--- src/rtl/jk_ctrl_pkg.sv ---
// Shared types and helpers for the pushbutton-driven JK bit bank controller.
package jk_ctrl_pkg;

  typedef enum logic [2:0] {
    IDLE,
    ARMED,
    SETTLE,
    APPLY,
    WAIT_REL
  } state_t;

  typedef enum logic [1:0] {
    OP_NONE,
    OP_SET,
    OP_CLR,
    OP_TGL
  } op_t;

  // Helpers work on the widest supported bank; callers zero-extend.
  localparam int MAX_NBITS = 16;

  function automatic int lowest_set(input logic [MAX_NBITS-1:0] v);
    int idx;
    idx = 0;
    for (int i = MAX_NBITS - 1; i >= 0; i--) begin
      if (v[i]) idx = i;
    end
    return idx;
  endfunction

  function automatic logic multi_set(input logic [MAX_NBITS-1:0] v);
    return (v & (v - MAX_NBITS'(1))) != '0;
  endfunction

  function automatic op_t decode_op(input logic j, input logic k);
    op_t op;
    case ({j, k})
      2'b11:   op = OP_TGL;
      2'b10:   op = OP_SET;
      2'b01:   op = OP_CLR;
      default: op = OP_NONE;
    endcase
    return op;
  endfunction

endpackage

--- src/rtl/pb_sync.sv ---
// Parametric-width two-flop synchronizer for raw pushbutton inputs.
module pb_sync #(
  parameter int W = 1
) (
  input  logic         clk,
  input  logic         n_rst,
  input  logic [W-1:0] d,
  output logic [W-1:0] q
);

  logic [W-1:0] meta;

  always_ff @(posedge clk or negedge n_rst) begin
    if (!n_rst) begin
      meta <= '0;
      q    <= '0;
    end else begin
      meta <= d;
      q    <= meta;
    end
  end

endmodule

--- src/rtl/jk_bank_ctrl.sv ---
// Select-then-J/K controller for a bank of NBITS storage bits with settle window
// and release-wait so each press applies exactly one operation.
module jk_bank_ctrl
  import jk_ctrl_pkg::*;
#(
  parameter  int NBITS      = 8,
  parameter  int SETTLE_CYC = 3,
  localparam int IDXW       = $clog2(NBITS)
) (
  input  logic             clk,
  input  logic             n_rst,
  input  logic [NBITS-1:0] sel_pb,
  input  logic             j_pb,
  input  logic             k_pb,
  output logic [NBITS-1:0] q,
  output logic [IDXW-1:0]  sel_idx,
  output logic             busy,
  output logic             err
);

  localparam int CNTW = (SETTLE_CYC > 1) ? $clog2(SETTLE_CYC) : 1;

  logic [NBITS-1:0]     sel_s;
  logic                 j_s;
  logic                 k_s;
  logic [MAX_NBITS-1:0] sel_w;
  logic [IDXW-1:0]      low_idx;
  logic                 low_multi;
  logic                 sel_any;
  op_t                  op;

  state_t               state;
  logic [CNTW-1:0]      cnt;
  logic                 jacc;
  logic                 kacc;

  pb_sync #(.W(NBITS + 2)) u_sync (
    .clk   (clk),
    .n_rst (n_rst),
    .d     ({k_pb, j_pb, sel_pb}),
    .q     ({k_s, j_s, sel_s})
  );

  assign sel_w     = MAX_NBITS'(sel_s);
  assign low_idx   = IDXW'(lowest_set(sel_w));
  assign low_multi = multi_set(sel_w);
  assign sel_any   = |sel_s;
  assign op        = decode_op(jacc, kacc);
  assign busy      = (state != IDLE);

  always_ff @(posedge clk or negedge n_rst) begin
    if (!n_rst) begin
      state   <= IDLE;
      q       <= '0;
      sel_idx <= '0;
      err     <= 1'b0;
      cnt     <= '0;
      jacc    <= 1'b0;
      kacc    <= 1'b0;
    end else begin
      case (state)
        IDLE: begin
          if (sel_any) begin
            sel_idx <= low_idx;
            err     <= low_multi;
            state   <= ARMED;
          end
        end
        ARMED: begin
          // A different select wins over a pending op press in the same cycle.
          if (sel_any && (low_idx != sel_idx)) begin
            sel_idx <= low_idx;
            err     <= low_multi;
          end else if (j_s || k_s) begin
            cnt   <= '0;
            jacc  <= j_s;
            kacc  <= k_s;
            state <= SETTLE;
          end
        end
        SETTLE: begin
          jacc <= jacc | j_s;
          kacc <= kacc | k_s;
          cnt  <= cnt + CNTW'(1);
          if (cnt == CNTW'(SETTLE_CYC - 1)) state <= APPLY;
        end
        APPLY: begin
          case (op)
            OP_SET:  q[sel_idx] <= 1'b1;
            OP_CLR:  q[sel_idx] <= 1'b0;
            OP_TGL:  q[sel_idx] <= ~q[sel_idx];
            default: q[sel_idx] <= q[sel_idx];
          endcase
          state <= WAIT_REL;
        end
        WAIT_REL: begin
          if (!sel_any && !j_s && !k_s) state <= IDLE;
        end
        default: state <= IDLE;
      endcase
    end
  end

endmodule

--- config.mk ---
export PLATFORM = sky130hd
export DESIGN_NAME = jk_bank_ctrl
export DESIGN_NICKNAME = d
export VERILOG_FILES = /design/src/rtl/jk_ctrl_pkg.sv /design/src/rtl/pb_sync.sv /design/src/rtl/jk_bank_ctrl.sv
export SDC_FILE = /design/constraint.sdc
export NUM_CORES = 1
export LEC_CHECK = 0
export BUFFER_PORTS_ARGS = -buffer_cell sky130_fd_sc_hd__buf_2
export CAP_MARGIN = 10
export CELL_PAD_IN_SITES_DETAIL_PLACEMENT = 0
export CELL_PAD_IN_SITES_GLOBAL_PLACEMENT = 1
export CORE_ASPECT_RATIO = 1.4
export CORE_UTILIZATION = 48
export DETAILED_ROUTE_END_ITERATION = 6
export PLACE_DENSITY_LB_ADDON = 0.12
export SLEW_MARGIN = 20
export SYNTH_ARGS = -nofsm -noshare
export SYNTH_HDL_FRONTEND = slang
export SYNTH_SLANG_ARGS = --single-unit
--- constraint.sdc ---
create_clock -name clk -period 5.1 [get_ports clk]
set_clock_uncertainty 0.2 [all_clocks]
set_input_delay 0.255 -clock clk [delete_from_list [all_inputs] [get_ports clk]]
set_output_delay 0.255 -clock clk [all_outputs]
set_load 0.1 [all_outputs]
==> flow_metrics.env <==
export IMPL_post_synth_main_area_contributors="dfrtp_1 (57%), mux2_2 (5.9%), nor2_1 (3.3%)"
export IMPL_root_buffer="clkbuf_8"
export IMPL_place_port_buffers=24
export IMPL_setup_worst_path_class="flip-flop to flip-flop"
export IMPL_synthesis_instances=146
export IMPL_drv_slew=0
export IMPL_synth_xor_area_share=0.0146
export IMPL_cts_sinks=39
export IMPL_antenna_diode_count=0
export IMPL_power_leakage_nw=0.960
export IMPL_clock_latency_ns=0.29
export IMPL_outcome="finished, final reports clean"
export IMPL_synth_area_leader_cell="dfrtp_1"
export IMPL_grt_pass1_wl_um=5440
export IMPL_grt_remaining_overflow=0
export IMPL_num_nets_final=195
export IMPL_switching_share=0.442
export IMPL_yosys_warnings=0
export IMPL_global_router_s_overall_resource_usage=0.199
export IMPL_post_cts_resize_count=0
export IMPL_combinationalPowerShare=0.416
export IMPL_timing_max_slew_rel_slack=0.437
export IMPL_post_route_cells_drive_above_1_share=0.284
export IMPL_gp_congestion=0.772
export IMPL_synth_edff_count=0
export IMPL_finalWorstPathRequiredPeriod_ns=2.22
export IMPL_cap_viol_max_count=0
export IMPL_internal_power_uw=665
export IMPL_post_route_drc_violation_count=0
export IMPL_grt_antenna_before_repair=0
export IMPL_finalSetupViolations=0
export IMPL_max_freq_ghz=0.451
export IMPL_synthFlopType="dfrtp_1"
export IMPL_via_count=1260
export IMPL_setup_tns_final_ns=0
export IMPL_routed_via_density=5.65
export IMPL_pre_repair_dr_iteration_count=4
export IMPL_area_growth_syn_to_layout_pct=21.1
export IMPL_drtAntennaViolNets=0
export IMPL_number_of_primary_i_o_pins=25
export IMPL_netlist_area_mm2=0.00172
export IMPL_vdd_ir_drop_worst_mv=0.368
export IMPL_syn_nets=159
export IMPL_yosys_area_share_adder=0.0189
export IMPL_data_required_critical_path_ns=5.12
export IMPL_postRouteWirelength_um=3250
export IMPL_worstPathArrival_ns=2.24
export IMPL_p_switching_uw=528
export IMPL_core_region_area_mm2=0.00341
export IMPL_clockBufferDepth=2
export IMPL_finalHoldViolCount=0
export IMPL_synth_compound_area_share=0.109
export IMPL_synth_mux_area_frac=0.108
export IMPL_drt_wirelength_per_cell_um=14.6
export IMPL_h_tree_depth=2
export IMPL_seqPwrFrac=0.366
export IMPL_largest_net_degree_at_the_start_of_global_routing=40
export IMPL_worst_slew_pin_transition_ns=0.844
export IMPL_design_area_mm2=0.00208
export IMPL_width_of_the_die_um=52.6
export IMPL_postSynthAreaPerCell_um2=11.8
export IMPL_yosys_area_top_type_share=0.568
export IMPL_cts_buffers_inserted=5
export IMPL_dpl_instance_area_mm2=0.00185
export IMPL_die_y_um=72.8
export IMPL_hold_path_class="flip-flop to flip-flop"
export IMPL_grt_pass1_vias=1290
export IMPL_placement_rows=25
export IMPL_cp_start_kind="flip-flop"
export IMPL_floorplan_die_area_mm2=0.00383
export IMPL_clock_tree_from_tritoncts="built"
export IMPL_first_iter_violations=23
export IMPL_ys_seq_elements=39
export IMPL_detailed_placement_hpwl_um=2240
export IMPL_floorplan_initialDensity=0.504
export IMPL_synth_cell_types=44
export IMPL_grt_setup_unrepaired="false"
export IMPL_worst_setup_path_end_kind="flip-flop"
export IMPL_path_clk_slew_ns=0.07
export IMPL_synth_simple_gate_area_share=0.148
export IMPL_async_flop_share=1.00
export IMPL_seq_area_frac_synth=0.568
export IMPL_clock_power_share=0.217
export IMPL_critical_path_max_fanout=10
export IMPL_p_per_area_mw_per_mm2=573
export IMPL_combinational_family_with_the_most_area_after_synthesis="simple AND/OR/NAND/NOR gates"
export IMPL_fin_crit_sh=0.435
[per-stage QoR]
stage / power [mW] / util / instances / hold WS [ns] / setup slack, ns
floorplan: 0.859 / - / 146 / -0.241 / 2.46
global placement: 0.924 / 0.544 / 204 / 0.132 / 2.95
detailed placement: 0.938 / 0.544 / 204 / 0.135 / 2.86
CTS: 1.21 / 0.611 / 223 / 0.150 / 2.84
global route: 1.25 / 0.611 / 223 / 0.158 / 2.79
finish: 1.19 / 0.611 / 223 / 0.149 / 2.88
[synthesized netlist by cell type, types with 2 or more instances]
cell / count
a211oi_1: 3
a21o_1: 2
a21oi_1: 6
clkbuf_1: 3
dfrtp_1: 39
inv_1: 6
maj3_1: 2
mux2_2: 9
mux2i_1: 4
mux4_2: 2
nand2_1: 10
nand3_1: 2
nand3_2: 2
nand3b_1: 3
nor2_1: 15
nor3_1: 4
nor3b_1: 3
o21ai_0: 4
or3_1: 2
[area by class of cell]
| type | instances | area (µm²) |
|---|---|---|
| Clock buffer | 6 | 82.6 |
| Clock inverter | 2 | 35.0 |
| Fill cell | 284 | 1330 |
| Inverter | 6 | 22.5 |
| Multi-Input combinational cell | 95 | 686 |
| Sequential cell | 39 | 976 |
| Tap cell | 40 | 50.0 |
| Timing Repair Buffer | 35 | 230 |
[cells by family (layout without fill, tap and decap cells)]
family                   after synthesis  after routing
AO/OA/AOI/OAI                         27             27
XOR/XNOR                               2              2
adder cells (fa/ha/maj)                3              3
buffers and inverters                 12             49
flip-flops                            39             39
multiplexers                          15             15
AND/OR/NAND/NOR                       48             48
[routing by layer]
metal | share of wire | global-route usage | up-vias
li1 | - | - | 594
met1 | 0.40 | 0.191 | 627
met2 | 0.56 | 0.377 | 35
met3 | 0.034 | 0.0521 | 4
met4 | 0.011 | 0.0877 | 0
met5 | 0 | 0 | -
[worst max-delay path, stage by stage (launching register included)]
cell     delay (ns)
dfrtp_1        0.57
mux4_2         0.56
mux2i_1        0.19
nand2_1        0.07
o21ai_1        0.29
mux2_2         0.26
[worst paths after layout]
| kind | from | endpoint | slack, ns | depth (start not counted) |
|---|---|---|---|---|
| worst min-delay path | u_sync.meta[6] | u_sync.q[6] | 0.15 | 0 |
| worst min register to register | u_sync.meta[6] | u_sync.q[6] | 0.15 | 0 |
| min in group asynchronous | n_rst | sel_idx[1] | 0.41 | 2 |
| worst max-delay path | sel_idx[0] | flip-flop | 2.88 | 5 |
| max in group asynchronous | n_rst | cnt[0] | 3.75 | 2 |
| worst max register to register | sel_idx[0] | flip-flop | 2.88 | 5 |
[placed cells by master (no fill, tap or decap), types with 4 or more instances in the layout]
cell type | synthesis | layout
dfrtp_1 | 39 | 39
buf_2 | 1 | 24
nor2_1 | 15 | 15
dlygate4sd3_1 | 0 | 11
nand2_1 | 10 | 10
mux2_2 | 9 | 9
inv_1 | 6 | 6
a21oi_1 | 6 | 6
clkbuf_8 | 0 | 6
nor3_1 | 4 | 4
o21ai_0 | 4 | 4
mux2i_1 | 4 | 4
[power groups by stage]
stage / Clock [mW] / Sequential [mW] / Combinational, mW
floorplan: 0 / 0.570 / 0.290
global placement: 0 / 0.439 / 0.485
detailed placement: 0 / 0.444 / 0.494
CTS: 0.268 / 0.437 / 0.502
global route: 0.279 / 0.448 / 0.526
finish: 0.260 / 0.437 / 0.497
[repair_timing]
item	4_1_cts	5_1_grt
hold endpoints to repair	49	0
hold buffers	11	0
buffers inserted	0	0
setup endpoints to repair	0	0
No activity file was read; power rests on OpenSTA's default activity.
